[src/rtl/pe_weight_reader_pkg.sv]
// ---------------------------------------------------------------------------
// pe_pkg : shared definitions for the PE weight reader.
//   - pe_state_e     : reader FSM states (IDLE, READY, WAIT, DONE)
//   - PE_MEM_LAT_MAX : largest memory read latency the reader supports
//   - PE_LAT_W       : width of the latency down-counter
// ---------------------------------------------------------------------------
package pe_pkg;

    typedef enum logic [1:0] {
        IDLE  = 2'd0,
        READY = 2'd1,
        WAIT  = 2'd2,
        DONE  = 2'd3
    } pe_state_e;

    localparam int PE_MEM_LAT_MAX = 4;

    // The counter has to hold PE_MEM_LAT_MAX itself, not just MAX-1.
    localparam int PE_LAT_W = $clog2(PE_MEM_LAT_MAX + 1);

endpackage

[src/rtl/pe_weight_reader_lat_cnt.sv]
// ---------------------------------------------------------------------------
// pe_rd_lat_cnt : loadable down-counter that tracks the memory read latency.
// Ports:
//   clk_i       clock
//   rst_ni      synchronous active-low reset (count -> 0)
//   load_i      load load_val_i (has priority over counting)
//   load_val_i  value to load
//   en_i        count down while nonzero
//   lat_done_o  count is zero
// ---------------------------------------------------------------------------
module pe_rd_lat_cnt
    import pe_pkg::*;
(
    input  logic                clk_i,
    input  logic                rst_ni,
    input  logic                load_i,
    input  logic [PE_LAT_W-1:0] load_val_i,
    input  logic                en_i,
    output logic                lat_done_o
);

    logic [PE_LAT_W-1:0] cnt_q;
    logic [PE_LAT_W-1:0] cnt_d;

    always_comb begin
        cnt_d = cnt_q;
        if (load_i) begin
            cnt_d = load_val_i;
        end else if (en_i && (cnt_q != '0)) begin
            cnt_d = cnt_q - 1'b1;
        end
    end

    always_ff @(posedge clk_i) begin
        if (!rst_ni) begin
            cnt_q <= '0;
        end else begin
            cnt_q <= cnt_d;
        end
    end

    assign lat_done_o = (cnt_q == '0);

endmodule

[src/rtl/pe_weight_reader.sv]
// ---------------------------------------------------------------------------
// pe_weight_reader : fetches one packed word per controller isRead request
// from the weight memory, waits the fixed memory latency, presents the word
// on data_out with a one-cycle readyToPick pulse, and raises readDone after
// the last word of the armed fold.
//
// Optional feature macro: PE_READER_PROTCHK_EN adds the sticky proto_err
// output (isRead outside READY, or a fold that wraps the address space).
//
// Ports:
//   clk, rst                 clock, synchronous active-low reset
//   start, base_addr,
//   num_words                arm a new fold (aborts any in-flight fetch)
//   isRead                   request for the next word (level)
//   readyToPick, data_out    one-cycle pulse + captured word
//   readDone                 fold complete (level)
//   mem_en, mem_addr,
//   mem_rdata                memory read port
//   proto_err                (macro only) sticky protocol error
//   dbg_state                current FSM state, for observation
//
// Handshake: a fetch is issued only when isRead is high at a clock edge
// while in READY; readyToPick is high for exactly one cycle and data_out
// holds its value until the next capture.
// ---------------------------------------------------------------------------
module pe_weight_reader
    import pe_pkg::*;
#(
    parameter int ADDR_W  = 10,
    parameter int DATA_W  = 64,
    parameter int MEM_LAT = 2      // legal 1..PE_MEM_LAT_MAX
) (
    input  logic              clk,
    input  logic              rst,
    input  logic              start,
    input  logic [ADDR_W-1:0] base_addr,
    input  logic [ADDR_W-1:0] num_words,
    input  logic              isRead,
    output logic              readyToPick,
    output logic              readDone,
    output logic [DATA_W-1:0] data_out,
    output logic              mem_en,
    output logic [ADDR_W-1:0] mem_addr,
    input  logic [DATA_W-1:0] mem_rdata,
`ifdef PE_READER_PROTCHK_EN
    output logic              proto_err,
`endif
    output logic [1:0]        dbg_state
);

    pe_state_e         state_q, state_d;
    logic [ADDR_W-1:0] base_q, base_d;
    logic [ADDR_W-1:0] num_q, num_d;
    logic [ADDR_W-1:0] idx_q, idx_d;
    logic [ADDR_W-1:0] idx_inc;
    logic [ADDR_W-1:0] addr_q, addr_d;
    logic [DATA_W-1:0] data_q, data_d;
    logic              rtp_q, rtp_d;
    logic              done_q, done_d;
    logic              men_q, men_d;
    logic              lat_load;
    logic              lat_done;

    pe_rd_lat_cnt u_lat_cnt (
        .clk_i      (clk),
        .rst_ni     (rst),
        .load_i     (lat_load),
        .load_val_i (PE_LAT_W'(MEM_LAT)),
        .en_i       (state_q == WAIT),
        .lat_done_o (lat_done)
    );

    assign idx_inc = idx_q + 1'b1;

    always_comb begin
        state_d  = state_q;
        base_d   = base_q;
        num_d    = num_q;
        idx_d    = idx_q;
        addr_d   = addr_q;
        data_d   = data_q;
        done_d   = done_q;
        rtp_d    = 1'b0;
        men_d    = 1'b0;
        lat_load = 1'b0;

        if (start) begin
            // start wins over everything: any in-flight word is dropped
            // and a same-cycle isRead is not honoured.
            if (num_words == '0) begin
                done_d  = 1'b1;
                state_d = DONE;
            end else begin
                base_d  = base_addr;
                num_d   = num_words;
                idx_d   = '0;
                done_d  = 1'b0;
                state_d = READY;
            end
        end else begin
            case (state_q)
                READY: begin
                    if (isRead) begin
                        men_d    = 1'b1;
                        addr_d   = base_q + idx_q;  // wraps modulo 2^ADDR_W
                        lat_load = 1'b1;
                        state_d  = WAIT;
                    end
                end
                WAIT: begin
                    // Counter hits zero during the cycle mem_rdata is valid.
                    if (lat_done) begin
                        data_d = mem_rdata;
                        rtp_d  = 1'b1;
                        idx_d  = idx_inc;
                        if (idx_inc == num_q) begin
                            done_d  = 1'b1;
                            state_d = DONE;
                        end else begin
                            state_d = READY;
                        end
                    end
                end
                default: begin
                    // IDLE and DONE wait for start; isRead is ignored.
                end
            endcase
        end
    end

    always_ff @(posedge clk) begin
        if (!rst) begin
            state_q <= IDLE;
            base_q  <= '0;
            num_q   <= '0;
            idx_q   <= '0;
            addr_q  <= '0;
            data_q  <= '0;
            rtp_q   <= 1'b0;
            done_q  <= 1'b0;
            men_q   <= 1'b0;
        end else begin
            state_q <= state_d;
            base_q  <= base_d;
            num_q   <= num_d;
            idx_q   <= idx_d;
            addr_q  <= addr_d;
            data_q  <= data_d;
            rtp_q   <= rtp_d;
            done_q  <= done_d;
            men_q   <= men_d;
        end
    end

`ifdef PE_READER_PROTCHK_EN
    logic              perr_q, perr_d;
    logic [ADDR_W:0]   fold_end;

    // A fold wraps when base + count runs past the top of the address space.
    assign fold_end = {1'b0, base_addr} + {1'b0, num_words};

    always_comb begin
        perr_d = perr_q;
        if (isRead && (state_q != READY)) begin
            perr_d = 1'b1;
        end
        if (start && (fold_end > {1'b1, {ADDR_W{1'b0}}})) begin
            perr_d = 1'b1;
        end
    end

    always_ff @(posedge clk) begin
        if (!rst) begin
            perr_q <= 1'b0;
        end else begin
            perr_q <= perr_d;
        end
    end

    assign proto_err = perr_q;
`endif

    assign readyToPick = rtp_q;
    assign readDone    = done_q;
    assign data_out    = data_q;
    assign mem_en      = men_q;
    assign mem_addr    = addr_q;
    assign dbg_state   = state_q;

endmodule

[config.mk]
export PLATFORM = sky130hd
export DESIGN_NAME = pe_weight_reader
export DESIGN_NICKNAME = d
export VERILOG_FILES = /design/src/rtl/pe_weight_reader_pkg.sv /design/src/rtl/pe_weight_reader_lat_cnt.sv /design/src/rtl/pe_weight_reader.sv
export SDC_FILE = /design/constraint.sdc
export NUM_CORES = 1
export LEC_CHECK = 0
export CORE_AREA = 2 2 133 135
export DETAILED_ROUTE_END_ITERATION = 12
export DIE_AREA = 0 0 135 137
export GPL_TIMING_DRIVEN = 0
export HOLD_SLACK_MARGIN = 0.02
export SLEW_MARGIN = 40
export SYNTH_ARGS = -nofsm -noshare
export SYNTH_HDL_FRONTEND = slang
export SYNTH_HIERARCHICAL = 1
export SYNTH_SLANG_ARGS = --single-unit
[constraint.sdc]
create_clock -name clk -period 7 [get_ports clk]
set_clock_uncertainty 0.1 [all_clocks]
set_input_delay 0.7 -clock clk [delete_from_list [all_inputs] [get_ports clk]]
set_output_delay 0.7 -clock clk [all_outputs]
set_load 0.1 [all_outputs]
# After elaboration in Yosys (flattened, before gate mapping)
# Cells that the tools add are included.
# W data, S select, Z words.
op_classes:
  bitwise_logic: 4
  n_mul: 0
  n_eq_ne: 6
  div_mod_pow: 0
  n_addsub: 3
  magnitude_cmp: 0
  shifts: 0
  n_reduce_logical: 17
  muxes: 21
ops:
  columns: ["op", "count"]
  rows:
  - ["$mux W10", 4]
  - ["$reduce_and A3 Y1", 5]
  - ["$mux W2", 7]
  - ["$add A10 B1 Y10 const B", 1]
  - ["$add A10 B10 Y10", 1]
  - ["$eq A10 B10 Y1", 1]
  - ["$logic_not A10 Y1", 1]
  - ["$mux W1", 9]
  - ["$reduce_bool A2 Y1", 4]
  - ["$ne A3 B3 Y1 const B", 2]
  - ["$reduce_bool A3 Y1", 2]
  - ["$not A1 Y1", 4]
  - ["$pmux W2 S2", 1]
  - ["$logic_not A3 Y1", 1]
  - ["$reduce_or A3 Y1", 1]
  - ["$sub A3 B1 Y3 const B", 1]
  - ["$eq A2 B1 Y1 const B", 1]
  - ["$eq A2 B2 Y1 const B", 1]
  - ["$ne A2 B2 Y1 const B", 1]
  - ["$reduce_and A2 Y1", 1]
  - ["$reduce_or A2 Y1", 1]
  - ["$logic_and A1 B1 Y1", 1]
totals:
  ramBits: 0
  latchBits: 0
  ff_bits: 112
  wordCells: 62
  rom_bits: 0
  in_bits: 88
  output_inout_bits: 79
  mem_count: 0

# Longest topological paths before layout
depth:
  word_depth: 6
  mapped_depth: 10
  depth_no_buf: 9

# Cells and area by module
# Netlist, hierarchy kept.
by_module_without_submodules:
  columns: ["module", "area_per_inst_um2", "cells_each", "instances", "seq_area_each_um2"]
  rows:
  - ["pe_weight_reader", 4869.7, 571, 1, 2182.1]
  - ["pe_rd_lat_cnt", 185.2, 21, 1, 60.1]

# Worst setup path before layout
# OpenSTA, ideal clock, no wires.
synth_path:
  path_kind: "reg-to-reg"
  start: "register state_q[0] (netlist: dbg_state[0])"
  end: "register u_lat_cnt.cnt_q[0]"
  required_time_ps: 6781
  period_less_slack_ps: 2486
  path_stages_with_launch: 7
  t_arrival_ps: 2266
  n_path_buf: 2
  path_slack_ps: 4514
  setup_ps: 119
  path_cell_list: "dfxtp_1 nor4bb_1 clkbuf_1 clkbuf_1 inv_1 o21ai_0 a21oi_1"
synth_via:
  elab_chain_len: 4
  word_cells_on_any_way: 6
  classes_between: "2 x eq/ne; 2 x mux; 2 x reduce/logical"
synth_rtl:
  columns: ["element", "line", "rtl"]
  rows:
  - ["start: declaration", "pe_weight_reader.sv:51", "pe_state_e state_q, state_d;"]
  - ["start signal: assignment", "pe_weight_reader.sv:143", "state_q <= state_d;"]
  - ["$eq A2 B1 Y1", "pe_weight_reader.sv:101", "case (state_q)"]
  - ["$mux W1 (2 in series)", null, null]
  - ["named net lat_load", "pe_weight_reader.sv:61", "logic lat_load;"]
  - ["$reduce_or A2 Y1 (no source line)", null, null]
  - ["end signal: assignment", "pe_weight_reader_lat_cnt.sv:38", "cnt_q <= cnt_d;"]
  - ["end: declaration", "pe_weight_reader_lat_cnt.sv:22", "logic [PE_LAT_W-1:0] cnt_q;"]
# The timed path passes the listed nets, and every way through them passes these cells.
# A chain may end at the register's enable or synchronous reset.

# Worst setup path after layout
layout_path:
  start: "input start"
  end: "register u_lat_cnt.cnt_q[0]"
layout_via:
  elab_chain_len: 2
layout_rtl:
  columns: ["element", "line", "rtl"]
  rows:
  - ["start: declaration", "pe_weight_reader.sv:35", "input logic start,"]
  - ["$mux W1", null, null]
  - ["named net lat_load", "pe_weight_reader.sv:61", null]
  - ["$reduce_or A2 Y1 (no source line)", null, null]
# The timed path passes the listed nets, and every way through them passes these cells.

==> summary.txt <==
Outcome
  • Status: completed

CTS
  • CTS tree: done
  • Post_cts resized: 0
  • CTS max path bufs: 2
  • Postcts setup bufs: 0
  • Hold_buf cts: 0
  • H-Tree Depth: 3
  • Clock transition at path regs: 0.08 ns
  • Sink Count: 112
  • Clk Latency, worst-skew pair: 0.36 ns
  • TritonCTS Buffers: 9
  • Clock root cell: clkbuf_16

Synthesis
  • Synth top area cells: dfxtp_1 (44%), nand2_1 (12%), a21boi_0 (12%)
  • Post-synth ARST share: 0
  • Mean area per synthesized cell: 8.54 µm²
  • Post-synth top area share: 0.444
  • Largest area contributor in the netlist: dfxtp_1
  • Synth cell types: 52
  • Yosys warning count: 6
  • Number of flops mapped to enable cells by yosys: 0
  • Main synth FF type: dfxtp_1
  • Sequential element share of the synthesized area: 0.444
  • Post-Syn Area: 5050 µm²
  • Post-Syn Instances: 592
  • FF+latch count, synth: 112

Floorplanning
  • # IOs: 167
  • Rows: 48
  • DIE AREA: 18500 µm²
  • Initial Util: 0.296
  • Die H: 137 µm
  • Core ar.: 17100 µm²
  • Die width: 135 µm

Critical path
  • Crit-path max FO: 12
  • CP Capture Type: flop
  • Worst Path Arrival: 2.98 ns
  • CP max stage cell: clkdlybuf4s50_1
  • Most used cell, CP: clkbuf_1
  • Buf/Inv on CP: 4
  • Critical Setup Path Class: input port to flop
  • Critical Path RT: 7.15 ns
  • R2R Setup Slk: 4.37 ns
  • FF-to-FF Start: u_lat_cnt/cnt_q[0]
  • Crit start category: input port
  • CP Cell Sequence: clkdlybuf4s50_1 -> nor4bb_1 -> clkbuf_1 -> clkbuf_1 -> inv_1 -> o21ai_0 -> a21oi_1
  • Slowest stage delay, CP: 0.54 ns
  • Critical Path Source: start
  • Crit-path leading delay family: buffers and inverters

STA
  • RSZ-0062 raised after global routing: no
  • Number of setup violations in the final report: 0
  • Achievable Freq: 353 MHz
  • Slew @ Worst Pin: 0.605 ns
  • Final setup TNS: 0 ns
  • Final period utilization: 0.405
  • Post-layout minimum cycle time: 2.83 ns
  • Slew margin rel.: 0.597
  • Hold Vio Cnt, Final: 0
  • Max-slew violation count: 0

Routing
  • Via count: 4464
  • Vias per cell: 4.46
  • Iter 0 DRT Violations: 140
  • Routed WL: 14000 µm
  • Antenna Nets Post-Route: 0
  • DRT Pass-1 Iters: 4
  • Wire per inst: 14.0 µm
  • DR DRC count: 0

Layout
  • FILL cells: 1827
  • Final instance area: 6900 µm²
  • Post-Route Utilization: 0.404
  • Share of cells above drive strength 1: 0.148
  • Area Overhead vs Synth: 36.4%
  • Nets: 871
  • Antenna diodes: 0

Placement
  • GPL Wtd Cong: 0.792
  • PortBufs: 166
  • Area after DPL: 6610 µm²
  • DP Wirelength: 10800 µm

GRT
  • Initial antenna violation count: 0
  • Largest net degree at the start of global routing: 21
  • Global-route wire length before repair: 22700 µm
  • Vias in the first global route: 4394
  • Total grt overflow: 0
  • Global Route Usage Sum: 0.157

Run
  • Maxcap violations: 0

Hold path
  • Hold Crit Class: flop to flop
  • Hold path start: data_out[44]

Power and ir drop
  • Lkg Pwr: 0.00271 µW
  • IR drop worst, VDD: 0.000103 V
  • Cell Pwr Density: 204 nW/µm²
  • Total Power: 1410 µW
final timing paths:
check / cells past startpoint / endpoint
worst max-delay path: 7 / u_lat_cnt/cnt_q[0]
worst min register to register: 2 / data_out[44]
worst max register to register: 9 / data_out[2]
worst min-delay path: 2 / data_out[44]
synthesized netlist by cell type, types with 2 or more instances:
library cell,count
a21boi_0,82
a21o_1,3
a21oi_1,8
and2_1,9
and3_1,2
buf_2,4
clkbuf_1,31
conb_1,2
dfxtp_1,112
ha_1,12
inv_1,8
mux2i_1,17
nand2_1,166
nand3_1,8
nand3b_1,4
nand4_1,4
nor2_1,14
nor2b_1,22
nor3_1,5
nor4_2,2
o211ai_1,5
o21ai_0,17
o21ai_2,2
o22ai_1,4
or3_1,3
xnor2_1,16
xor2_1,5
per-layer routing:
layer | part of all wire | GRT usage
met3 | 0.076 | 0.0563
met4 | 0.015 | 0.0573
met1 | 0.45 | 0.192
met5 | 0 | 0
met2 | 0.46 | 0.255
layout by cell type, fill, tap and decap left out, drive strengths merged, types with 5 or more instances in the layout:
cell / Yosys / routed
a21boi: 82 / 82
and2: 9 / 9
nor2: 14 / 14
a21oi: 8 / 8
xnor2: 17 / 17
nor3: 5 / 5
nand2: 166 / 166
buf: 6 / 85
nor2b: 23 / 23
xor2: 5 / 5
mux2i: 17 / 17
o21ai: 19 / 19
clkdlybuf4s50: 0 / 87
o211ai: 5 / 5
ha: 12 / 12
nand4: 5 / 5
dfxtp: 112 / 112
nand3: 9 / 9
clkbuf: 31 / 40
inv: 9 / 12
through the flow:
stage               instances  hold WS (ns)  setup slack [ns]
floorplan                 593         0.355              4.51
global placement          984         0.350              3.74
detailed placement        984         0.354              3.69
CTS                      1000         0.364              4.07
global route             1000         0.383              3.88
finish                   1000         0.360              4.17
area by class of cell:
class | instances | area [µm²] | area share
Buffer | 37 | 148 | 0.0214
Inverter | 9 | 33.8 | 0.00490
Clock inverter | 7 | 62.6 | 0.00907
Timing Repair Buffer | 166 | 1270 | 0.184
Sequential cell | 112 | 2240 | 0.325
Clock buffer | 9 | 225 | 0.0327
Multi-Input combinational cell | 435 | 2640 | 0.382
Tap cell | 225 | 282 | 0.0408
kinds of logic after synthesis:
logic type	synth area share
xor gates and xnor gates	0.0396
other	0.00149
AOI/OAI and AO/OA	0.185
muxes	0.0337
and+or+nand+nor	0.227
DFF	0.444
adders and majority gates	0.0337
buffers and inverters	0.0359
power by group:
part           leakage [µW]  total, µW  switching (µW)  internal, µW
Clock              0.000132        507             258           249
Sequential         0.000909        668            12.2           656
Combinational       0.00167        233             147          86.4
sequential cells by signal (all words and copies together), names as in the netlist:
name,cells
dbg_state,2
readDone,1
readyToPick,1
num_q,10
data_out,64
mem_en,1
base_q,10
idx_q,10
u_lat_cnt/cnt_q,3
mem_addr,10
worst min-delay path, stage by stage (launching register included):
cell and delay [ns]:
dfxtp_1 0.31, nand2_1 0.04, a21boi_0 0.06
Note: power is estimated with default switching activity, not from simulation.
